$ cat config.mk
export PLATFORM = sky130hd
export DESIGN_NAME = phase_count_gen
export DESIGN_NICKNAME = d
export VERILOG_FILES = /design/src/rtl/phase_count_pkg.sv /design/src/rtl/phase_count_gen_tap_decode.sv /design/src/rtl/phase_count_gen.sv
export SDC_FILE = /design/constraint.sdc
export NUM_CORES = 1
export LEC_CHECK = 0
export CAP_MARGIN = 20
export CORE_MARGIN = 3
export CORE_UTILIZATION = 46
export DETAILED_ROUTE_END_ITERATION = 6
export PLACE_DENSITY = 0.77
export SETUP_SLACK_MARGIN = 0.15
export SLEW_MARGIN = 20
export SYNTH_ARGS = -nofsm -noshare
export SYNTH_HDL_FRONTEND = slang
export SYNTH_SLANG_ARGS = --single-unit
$ cat constraint.sdc
create_clock -name clk -period 1.77 [get_ports clk]
set_input_delay 0.4425 -clock clk [delete_from_list [all_inputs] [get_ports clk]]
set_output_delay 0.4425 -clock clk [all_outputs]
set_load 0.005 [all_outputs]
$ cat src/rtl/phase_count_pkg.sv
// Shared types and per-layer parameter sets for the layer phase counters.
package phase_count_pkg;

   typedef enum logic {
      RUN  = 1'b0,
      DONE = 1'b1
   } state_t;

   // Per-layer sets, all WIDTH=4 with three taps (slice 0 is the LSB slice).
   localparam int               L1_PERIOD  = 11;
   localparam int               L1_INIT    = 6;
   localparam logic [11:0]      L1_TAP_POS = {4'd6, 4'd10, 4'd5};
   localparam int               L2_PERIOD  = 9;
   localparam int               L2_INIT    = 0;
   localparam logic [11:0]      L2_TAP_POS = {4'd3, 4'd8, 4'd1};
   localparam int               L3_PERIOD  = 13;
   localparam int               L3_INIT    = 4;
   localparam logic [11:0]      L3_TAP_POS = {4'd4, 4'd12, 4'd7};
   localparam int               L4_PERIOD  = 7;
   localparam int               L4_INIT    = 0;
   localparam logic [11:0]      L4_TAP_POS = {4'd2, 4'd6, 4'd3};
   localparam int               L5_PERIOD  = 16;
   localparam int               L5_INIT    = 0;
   localparam logic [11:0]      L5_TAP_POS = {4'd0, 4'd15, 4'd8};
   localparam int               L6_PERIOD  = 12;
   localparam int               L6_INIT    = 2;
   localparam logic [11:0]      L6_TAP_POS = {4'd2, 4'd11, 4'd6};
   localparam int               L7_PERIOD  = 10;
   localparam int               L7_INIT    = 5;
   localparam logic [11:0]      L7_TAP_POS = {4'd5, 4'd9, 4'd4};
   localparam int               L8_PERIOD  = 14;
   localparam int               L8_INIT    = 0;
   localparam logic [11:0]      L8_TAP_POS = {4'd1, 4'd13, 4'd7};
   localparam int               L9_PERIOD  = 8;
   localparam int               L9_INIT    = 3;
   localparam logic [11:0]      L9_TAP_POS = {4'd3, 4'd7, 4'd0};

endpackage

$ cat src/rtl/phase_count_gen_tap_decode.sv
// Bank of N_TAP equality comparators against constant tap positions.
module tap_decode #(
   parameter int                     WIDTH   = 4,
   parameter int                     N_TAP   = 3,
   parameter logic [N_TAP*WIDTH-1:0] TAP_POS = '0
) (
   input  logic [WIDTH-1:0] count,
   output logic [N_TAP-1:0] hit
);

   genvar gi;
   generate
      for (gi = 0; gi < N_TAP; gi++) begin : g_tap
         assign hit[gi] = (count == TAP_POS[gi*WIDTH +: WIDTH]);
      end
   endgenerate

endmodule

$ cat src/rtl/phase_count_gen.sv
// Triggered modulo-PERIOD phase counter with tap decode, pass counting and a
// done state after NUM_PASS completed periods.
module phase_count_gen
   import phase_count_pkg::*;
#(
   parameter int                     WIDTH    = 4,
   parameter int                     PERIOD   = L1_PERIOD,
   parameter int                     INIT     = L1_INIT,
   parameter int                     N_TAP    = 3,
   parameter logic [N_TAP*WIDTH-1:0] TAP_POS  = L1_TAP_POS,
   parameter int                     NUM_PASS = 4,
   parameter int                     PW       = 8
) (
   input  logic             clk,
   input  logic             rst,
   input  logic             x_zero,
   input  logic             stall,
   input  logic             clr,
   output logic [WIDTH-1:0] count,
   output logic             count_active,
   output logic [N_TAP-1:0] tap_hit,
   output logic             wrap,
   output logic [PW-1:0]    pass_cnt,
   output logic             all_done
);

   localparam logic [WIDTH-1:0] LAST_V     = WIDTH'(PERIOD - 1);
   localparam logic [WIDTH-1:0] INIT_V     = WIDTH'(INIT);
   localparam logic [PW:0]      NUM_PASS_V = (PW+1)'(NUM_PASS);

   genvar gi;
   generate
      if (INIT >= PERIOD) begin : g_bad_init
         $error("phase_count_gen: INIT must be below PERIOD");
      end
      if (PERIOD > (1 << WIDTH)) begin : g_bad_period
         $error("phase_count_gen: PERIOD does not fit in WIDTH bits");
      end
      if (NUM_PASS >= (1 << PW)) begin : g_bad_pass
         $error("phase_count_gen: NUM_PASS does not fit in PW bits");
      end
      for (gi = 0; gi < N_TAP; gi++) begin : g_chk_tap
         if (int'(TAP_POS[gi*WIDTH +: WIDTH]) >= PERIOD) begin : g_bad_tap
            $error("phase_count_gen: TAP_POS slice must be below PERIOD");
         end
      end
   endgenerate

   logic [WIDTH-1:0] count_q, count_d;
   logic [PW-1:0]    pass_q, pass_d;
   state_t           state_q, state_d;
   logic             advance;
   logic             at_last;
   logic [PW:0]      pass_inc;

   assign at_last  = (count_q == LAST_V);
   assign advance  = (state_q == RUN) && !stall && (x_zero || (count_q != '0));
   assign pass_inc = {1'b0, pass_q} + (PW+1)'(1);

   always_comb begin
      count_d = count_q;
      pass_d  = pass_q;
      state_d = state_q;
      if (clr) begin
         count_d = INIT_V;
         pass_d  = '0;
         state_d = RUN;
      end else if (advance) begin
         if (at_last) begin
            count_d = '0;
            pass_d  = pass_inc[PW-1:0];
            // NUM_PASS of zero means free-running: the pass count just rolls over.
            if ((NUM_PASS != 0) && (pass_inc == NUM_PASS_V)) begin
               state_d = DONE;
            end
         end else begin
            count_d = count_q + WIDTH'(1);
         end
      end
   end

   always_ff @(posedge clk or negedge rst) begin
      if (!rst) begin
         count_q <= INIT_V;
         pass_q  <= '0;
         state_q <= RUN;
      end else begin
         count_q <= count_d;
         pass_q  <= pass_d;
         state_q <= state_d;
      end
   end

   tap_decode #(
      .WIDTH   (WIDTH),
      .N_TAP   (N_TAP),
      .TAP_POS (TAP_POS)
   ) u_tap_decode (
      .count (count_q),
      .hit   (tap_hit)
   );

   assign count        = count_q;
   assign pass_cnt     = pass_q;
   assign all_done     = (state_q == DONE);
   assign wrap         = at_last && advance;
   assign count_active = x_zero || (count_q != '0);

endmodule

==> flow_summary.ini, run 1 <==
[sta]
hold_viol_final = 0
slew_headroom_pct = 69.0
setup_viol_count_final = 3
fin_crit_ps = 1820
setup_slack_ps = -54.2
max_freq_ghz = 0.548
min_period_over_period_pct = 103
worstMarginPinSlew_ps = 459
fin_setup_tns_ps = -122
finClkSkew_ps = 5.64
maxSlewViolCount = 0
rsz0062_at_grt = yes

[synthesis]
syn-num-nets = 99
syn_inst = 92
seq_area_frac_synth_pct = 39.4
yosysWarnings = 0
synth_edf_count = 0
synth_top_area_cell = dfrtp_1
ys_async_sr_fraction_pct = 100
netlist.area_leader.share_pct = 33.1
synth_area_sq_um = 832
ys.flop_type = dfrtp_1
ys_top_cells_by_area = dfrtp_1, xnor2_1, dfstp_2
synth_seq_cells = 13
synth_cell_types = 34
syn_area_per_cell_sq_um = 9.04

[floorplan]
placementRows = 14
die_area_sq_um = 2360
die_h_microns = 48.5
core_sq_um = 1590
start_util_pct = 52.2
pin_count = 23
die_w_microns = 48.5

[grt]
grt_use_total_pct = 26.4
antenna_found_initial = 0
use_met3_pct = 7.36
top_usage_layer = met2
met2_usage_pct = 43.8
grt_max_degree = 14
grt_pass1_wl_mm = 4.83
grt_overflow_total = 0
met1_usage_pct = 32.0
first_global_vias = 959

[placed_design]
dp_worst_setup_slack_ps = -411
placed_area_sq_um = 1160
gp_congestion = 0.820
port_buffers = 22
place_hpwl_mm = 1.51

[clocking]
numCtsBuffers = 3
cts_tree = yes
cts-root-buf = clkbuf_4
htreeDepth = 1
clockBufferDepth = 2
clock-sinks = 13
clkTransAtPathRegs_ps = 80
clkLatencyLatePin_ps = 280

[detailed_routing]
routed_wl_mm = 3.45
drc = 0
num_vias = 1034
postRouteAntennaNets = 0
dr.first_iter.drc_count = 64
drtPass1Iterations = 4
viasPerCell = 5.98
routedWlPerCell_microns = 20.0

[critical_path]
critPathBufInv = 3
max_stage_delay_ps = 580
crit_arrival_ps = 1380
cp_max_fo = 5
end_kind = output port
slowest_stage = dfstp_2
worst_setup_path_start_kind = flip-flop
crit_chain = buf_6 -> inv_4 -> nor3_2 -> buf_2
path_class = flip-flop to output port
cp_top_family = flip-flops
critical_path_required_ps = 1330

[cells_and_area]
diodes = 0
nNetsFinal = 157
drive_above_1_share_pct = 47.7
design_area_sq_um = 1470
synthToLayoutAreaGrowth_pct = 76.5
nFillCells = 58

[power]
p_per_area_nw_per_um2 = 451
vdd_drop_max_v = 0.000494
p_leak_nw = 0.752

[status]
status = finished with violations
failed_checks = setup timing

[run]
drv_cap = 0

[worst_hold_path]
hold_class = input pin to async pin
-- layer usage --
metal,vias to the layer above,share of wire (%)
li1,437,-
met1,493,38
met2,80,46
met3,24,9.3
met4,0,6.3
met5,-,0
-- cell families after synthesis --
logic type / share of synthesized area [%]
flops: 39.4
xor+xnor: 10.5
simple gates: 31.4
fa+ha+maj: 3.01
buf+inv: 6.16
compound gates: 9.47
-- cell usage after synthesis (2+ instances only) --
library cell	n
nand3_1	6
inv_1	2
nor2_1	11
buf_4	2
nor4_1	2
nor4_2	3
xnor2_1	8
o21ai_0	4
xor2_1	2
nand2_1	6
dfrtp_1	11
nor3_1	4
a31oi_1	2
ha_1	2
dfstp_2	2
nand2b_1	4
a21oi_1	4
-- worst register-to-register path: cells and delay by family (launching register included) --
| kind | cells | cell delay, ps |
|---|---|---|
| AO/OA/AOI/OAI | 1 | 270 |
| buffers and inverters | 3 | 370 |
| flip-flops | 1 | 580 |
| AND/OR/NAND/NOR | 3 | 370 |
-- power breakdown --
group	leakage, nW	switching, mW	internal (mW)	total [mW]
clock	0.0150	0.100	0.0874	0.187
combinational	0.570	0.0784	0.0825	0.161
sequential	0.167	0.00872	0.306	0.314
-- registers in the layout (all words and copies together), names as in the netlist --
name / cells
pass_cnt: 8
all_done: 1
count: 4
-- layout by cell type, fill, tap and decap left out, drive strengths merged --
cell and n:
buf 44, nor2 12, dfrtp 11, xnor2 8, nand2 6, nand3 6
nor4 5, clkdlybuf4s50 5, dlymetal6s2s 5, clkbuf 5, dlygate4sd2 4, o21ai 4
nand2b 4, a21oi 4, nor3 4, inv 3, xor2 2, a31oi 2
ha 2, dfstp 2, nand4bb 1, or2 1, or3b 1, and2b 1
nand4 1, and3 1, o31a 1, nand4b 1, or3 1, o41ai 1
a221oi 1
-- area by class of cell --
type / count / area (sq um) / share of cell area, %
clock buffer: 4 / 26.3 / 1.79
multi-input combinational: 70 / 569 / 38.8
inverter: 3 / 16.3 / 1.11
timing repair buffer: 59 / 494 / 33.6
sequential: 13 / 333 / 22.7
tap: 24 / 30.0 / 2.04
-- what timing repair did --
item | CTS | global route
gates resized for setup | 54 | 18
pin swaps | 6 | 12
setup endpoints to repair | 21 | 16
cloned | 0 | 0
buffers inserted | 19 | 2
hold buffers | 0 | 0
-- per-stage QoR --
stage | cells | util (%) | power [mW] | hold WS, ps
3_3_place_gp | 148 | 72.9 | 0.421 | 597
5_1_grt | 173 | 92.2 | 0.700 | 450
2_1_floorplan | 92 | - | 0.357 | 147
6_report | 173 | 92.2 | 0.663 | 460
4_1_cts | 171 | 86.0 | 0.635 | 462
3_5_place_dp | 148 | 72.9 | 0.424 | 610
-- path summary, 6_finish.rpt --
| path | slack, ps | from | cells past startpoint | end |
|---|---|---|---|---|
| max | -50 | count[1] | 4 | tap_hit[2] |
| min | 460 | rst | 2 | all_done |
| max reg2reg | 90 | count[1] | 7 | all_done |
| min reg2reg | 680 | pass_cnt[7] | 3 | pass_cnt[7] |
| max in group asynchronous | 1070 | rst | 2 | count[2] |
| min in group clk | 680 | pass_cnt[7] | 3 | pass_cnt[7] |
Note: power is estimated with default switching activity, not from simulation.
==> run 2, diff against run 1 <==
--- a/config.mk
+++ b/config.mk
@@ -11,6 +11,7 @@
 export DETAILED_ROUTE_END_ITERATION = 6
 export PLACE_DENSITY = 0.77
 export SETUP_SLACK_MARGIN = 0.15
+export SKIP_CTS_REPAIR_TIMING = 1
 export SLEW_MARGIN = 20
 export SYNTH_ARGS = -nofsm -noshare
 export SYNTH_HDL_FRONTEND = slang
==> flow_summary.ini, run 2 (synthesis results as in run 1) <==
[detailed_routing]
drc = 0
postRouteAntennaNets = 0
viasPerCell = 5.85
drtPass1Iterations = 4
routedWlPerCell_microns = 18.2
routed_wl_mm = 3.05
num_vias = 977
dr.first_iter.drc_count = 51

[status]
status = finished with violations
failed_checks = setup timing

[cells_and_area]
nNetsFinal = 151
synthToLayoutAreaGrowth_pct = 70.5
final_common_cell = buf_4
largest_reg_flops = 8
drive_above_1_share_pct = 44.8
final_cell_mix = buf_4, nor2_1, dlymetal6s2s_1
diodes = 0

[sta]
finClkSkew_ps = 3.32
min_period_over_period_pct = 107
rsz0062_at_grt = yes
fin_setup_tns_ps = -149
fin_crit_ps = 1900
setup_viol_count_final = 2
worstMarginPinSlew_ps = 296
max_freq_ghz = 0.527
maxSlewViolCount = 0
setup_slack_ps = -128
hold_ws_ps = 451
slew_headroom_pct = 80.1
hold_viol_final = 0

[power]
p_per_area_nw_per_um2 = 456
p_leak_nw = 0.767
vdd_drop_max_v = 0.000479

[critical_path]
end_kind = output port
worst_setup_path_start_kind = flip-flop
crit_arrival_ps = 1460
path_class = flip-flop to output port
critical_path_required_ps = 1330
cp_max_fo = 3

[placed_design]
place_hpwl_mm = 1.51
gp_congestion = 0.820
port_buffers = 22

[worst_hold_path]
hold_class = input pin to async pin

[run]
drv_cap = 0

[grt]
grt_overflow_total = 0
grt_max_degree = 14
first_global_vias = 777
grt_pass1_wl_mm = 3.59
grt_use_total_pct = 18.9
antenna_found_initial = 0

[clocking]
clock-sinks = 13
cts_tree = yes
numCtsBuffers = 3
clockBufferDepth = 2
clkLatencyLatePin_ps = 280
cts-root-buf = clkbuf_4
clkTransAtPathRegs_ps = 80
htreeDepth = 1

[floorplan]
start_util_pct = 52.2
die_area_sq_um = 2360
die_w_microns = 48.5
die_h_microns = 48.5
core_sq_um = 1590
pin_count = 23
placementRows = 14
-- run 2: cell count changes in the layout (fill, tap and decap cells not counted), moves of 4 or more --
cell,previous run,this run
buf_4,31,25
dlymetal6s2s_1,5,11
buf_2,6,2
dlygate4sd2_1,4,0
-- run 2: final timing paths --
path	from	cells past startpoint	to	slack [ps]
worst min register to register	pass_cnt[0]	2	pass_cnt[0]	630
worst max-delay path	count[2]	5	count_active	-130
worst max register to register	count[1]	6	pass_cnt[3]	100
min in group clk	pass_cnt[0]	2	pass_cnt[0]	630
worst min-delay path	rst	2	all_done	450
max in group asynchronous	rst	2	count[2]	1090
-- run 2: layout make-up --
class / instances / area (sq um)
Timing Repair Buffer: 53 / 479
Fill cell: 69 / 175
Multi-Input combinational cell: 70 / 537
Clock buffer: 4 / 26.3
Inverter: 3 / 11.3
Tap cell: 24 / 30.0
Sequential cell: 13 / 335
-- run 2: through the flow --
step           cells  setup slack [ps]  cell area (sq um)  utilization (%)  power, mW
3_3_place_gp     148              -415               1160             72.9      0.421
3_5_place_dp     148              -411               1160             72.9      0.424
6_report         167              -128               1420             89.0      0.647
2_1_floorplan     92               317                832                -      0.357
4_1_cts          152              -433               1190             74.6      0.605
5_1_grt          167              -157               1420             89.0      0.668
-- run 2: critical path, cell delays in order (launching register included) --
cell	delay, ps
dfstp_2	380
buf_6	120
buf_4	140
nor4_4	320
nand2_1	90
clkbuf_2	130
-- run 2: layer usage --
metal  up-vias  global-route usage, %  share of wire (%)
li1        423                      -                  -
met1       465                   26.2                 42
met2        69                   30.0                 45
met3        20                   3.37                7.4
met4         0                   5.69                6.2
met5         -                      0                  0
-- run 2: where the power goes --
group / total, mW / internal, mW / leakage, nW / switching (mW)
clock network: 0.190 / 0.0876 / 0.0150 / 0.103
registers: 0.311 / 0.305 / 0.164 / 0.00532
logic: 0.146 / 0.0767 / 0.588 / 0.0697
total: 0.647 / 0.470 / 0.767 / 0.178
==> edit: new RTL, settings of run 2 <==
Register the output `count` once more, cleared by the reset; this adds one clock of latency there. The other outputs are not delayed to match.
--- a/src/rtl/phase_count_gen.sv
+++ b/src/rtl/phase_count_gen.sv
@@ -27,6 +27,8 @@
    localparam logic [WIDTH-1:0] LAST_V     = WIDTH'(PERIOD - 1);
    localparam logic [WIDTH-1:0] INIT_V     = WIDTH'(INIT);
    localparam logic [PW:0]      NUM_PASS_V = (PW+1)'(NUM_PASS);
+
+   logic [WIDTH-1:0] count_c;
 
    genvar gi;
    generate
@@ -100,11 +102,19 @@
       .hit   (tap_hit)
    );
 
-   assign count        = count_q;
+   assign count_c      = count_q;
    assign pass_cnt     = pass_q;
    assign all_done     = (state_q == DONE);
    assign wrap         = at_last && advance;
    assign count_active = x_zero || (count_q != '0);
 
+   always_ff @(posedge clk or negedge rst) begin
+      if (!rst) begin
+         count <= '0;
+      end else begin
+         count <= count_c;
+      end
+   end
+
 endmodule
 
Check against the original RTL: not equivalent (Yosys sat finds a counterexample within 4 cycles, from zero or initial values and one cycle with rst low).
==> edit against run 2 <==
  * The run still ends with setup timing left
  * Wire length shrank 7.2%
  * Final area grew 7.4%
  * Area after synthesis grew 12%
  * Setup slack lost 0.0097 ns
  * Core utilization shrank 5.3 points
  * Sequential cell count grew 4
  * Count of clock-buffer cells in the layout shrank 1
  * Power grew 18%
  * Clock power grew 18%
==> edit: results (changes against run 2) <==
Parameter                              Value

Synthesis
  Part of the Yosys area used for sequential elements    0.459 (+0.0651)
  Synth async-reset ratio    1.00 (unchanged)
  Top flip-flop cell by instance count after synthesis    sky130_fd_sc_hd__dfrtp_1
  Post-synthesis net count    103 (+4.0%)
  Unique cell type count in the Yosys netlist    34 (unchanged)
  Area share of the largest cell type after synthesis    0.403 (+0.0719)
  Warning count from the yosys run    0 (unchanged)
  Top post-synthesis cells by area    sky130_fd_sc_hd__dfrtp_1 40%, sky130_fd_sc_hd__xnor2_1 7.5%, sky130_fd_sc_hd__dfstp_2 5.6%
  Commonest cells in the netlist    15 x sky130_fd_sc_hd__dfrtp_1, 11 x sky130_fd_sc_hd__nor2_1, 8 x sky130_fd_sc_hd__xnor2_1, 6 x sky130_fd_sc_hd__nand2_1, 6 x sky130_fd_sc_hd__nand3_1

Run status
  Outcome    complete, but fails checks
  Violated checks    setup timing

Hold path
  Hold Path Class    in -> async

GRT
  Pin count of the biggest net entering global routing    18 (+4)
  Number of antenna violations at the first check in global routing    0 (unchanged)
  Number of global-route vias before repair    790 (+1.7%)
  First-pass GRT wire length    3.71 mm (+3.1%)
  Global Route Usage Sum    0.190 (+0.00129)

Timing
  Total negative slack for setup checks    -0.189 ns (-0.0403 ns)
  Clock skew after layout    0.00698 ns (+0.00367 ns)
  Finish-stage setup viols    3 (+1)
  Rel. slew slack    0.757 (-0.0444)
  Post-route worst setup slack    -0.138 ns (-0.00972 ns)

Clocking
  H-tree depth reported by CTS    1 (unchanged)
  Insertion delay of the later-clocked pin in the worst-skew pair    0.30 ns (+0.02 ns)
  Maximum count of clock buffers along a single path    2 (unchanged)
  Clock buffer count from CTS    3 (unchanged)
  Clock Pin Slew Worst Setup and Hold Paths    0.11 ns (+0.03 ns)
  Clock root buffer    sky130_fd_sc_hd__clkbuf_4

Route
  Post-DR vias/cell    5.67 (-3.0%)
  Number of DRC markers after the initial detailed-route iteration    66 (+29%)
  Pre-antenna DRT Iters    5 (+1)
  Wire per inst    16.5 um (-9.4%)

Pwr
  Peak supply drop    0.000348 V (-27%)
  Standby leakage power    0.861 nW (+12%)

Final layout
  Number of diodes added for antenna fixing    0 (unchanged)
  Count of filler cells inserted in the layout    105 (+52%)
  Layout cell share with drive strength beyond 1    0.438 (-0.00920)
  Synthesis-to-finish area growth    63.5%
  Flip-flop count of the largest register after layout    8 (unchanged)
  Total Nets Final    154 (+2.0%)

Placed design
  Instance area after placement    1260 um2 (+8.1%)
  Port Buffers    22 (unchanged)
  Routability-driven placement congestion ratio    0.817 (-0.34%)
  Post-detail-place hpwl    1.59 mm (+5.8%)

Critical path
  Peak fanout along the critical path    4 (+1)
  Critical Path Slowest Stage Cell    sky130_fd_sc_hd__dfstp_2
  Top cell family by delay on the critical path    simple AND/OR/NAND/NOR gates
  Worst-case register-to-register setup slack    0.03 ns (-0.07 ns)
  Worst Path Arrival    1.47 ns
  Stage delay of the slowest cell on the critical path    0.42 ns (+0.04 ns)
[edit: cell type report]
type | count | share of cell area
Clock buffer | 3 | 0.0148
Clock inverter | 1 | 0.00493
Inverter | 3 | 0.00739
Multi-Input combinational cell | 70 | 0.368
Sequential cell | 17 | 0.287
Tap cell | 25 | 0.0205
Timing Repair Buffer | 52 | 0.298
[edit: report_power, final]
group	switching (W)	internal [W]	total (W)
combinational	0.0000611	0.0000652	0.000126
sequential	0.00000930	0.000402	0.000412
clock	0.000138	0.0000862	0.000224
[edit: worst paths after layout]
| kind | to | from | depth (start not counted) |
|---|---|---|---|
| min in group clk | count[0] | count_c[0] | 1 |
| hold / removal | pass_cnt[4] | rst | 2 |
| setup reg to reg | pass_cnt[7] | count_c[1] | 7 |
| setup / recovery | count_active | count_c[2] | 4 |
| max in group asynchronous | count_c[1] | rst | 2 |
| hold reg to reg | count[0] | count_c[0] | 1 |
[edit: logic make-up (layout without fill, tap and decap cells)]
logic type,after synthesis,after routing,synth area share
xor gates and xnor gates,10,10,0.0940
adders and majority gates,2,2,0.0268
buffers and inverters,9,59,0.0550
DFF,17,17,0.459
AOI/OAI and AO/OA,13,13,0.0846
and+or+nand+nor,45,45,0.281
[edit: metrics by stage]
stage,instances,power [W],setup slack (ns),hold WS [ns]
2_1_floorplan,96,0.000457,0.326,0.147
3_3_place_gp,152,0.000521,-0.413,0.504
3_5_place_dp,152,0.000523,-0.404,0.511
4_1_cts,156,0.000734,-0.445,0.455
5_1_grt,171,0.000795,-0.172,0.454
6_report,171,0.000762,-0.138,0.446
[edit: per-layer routing]
metal,wire [um],part of all wire,GRT usage
met4,73,0.026,0.0717
met2,1370,0.49,0.300
met1,1200,0.42,0.259
met3,185,0.065,0.0321
met5,0,0,0
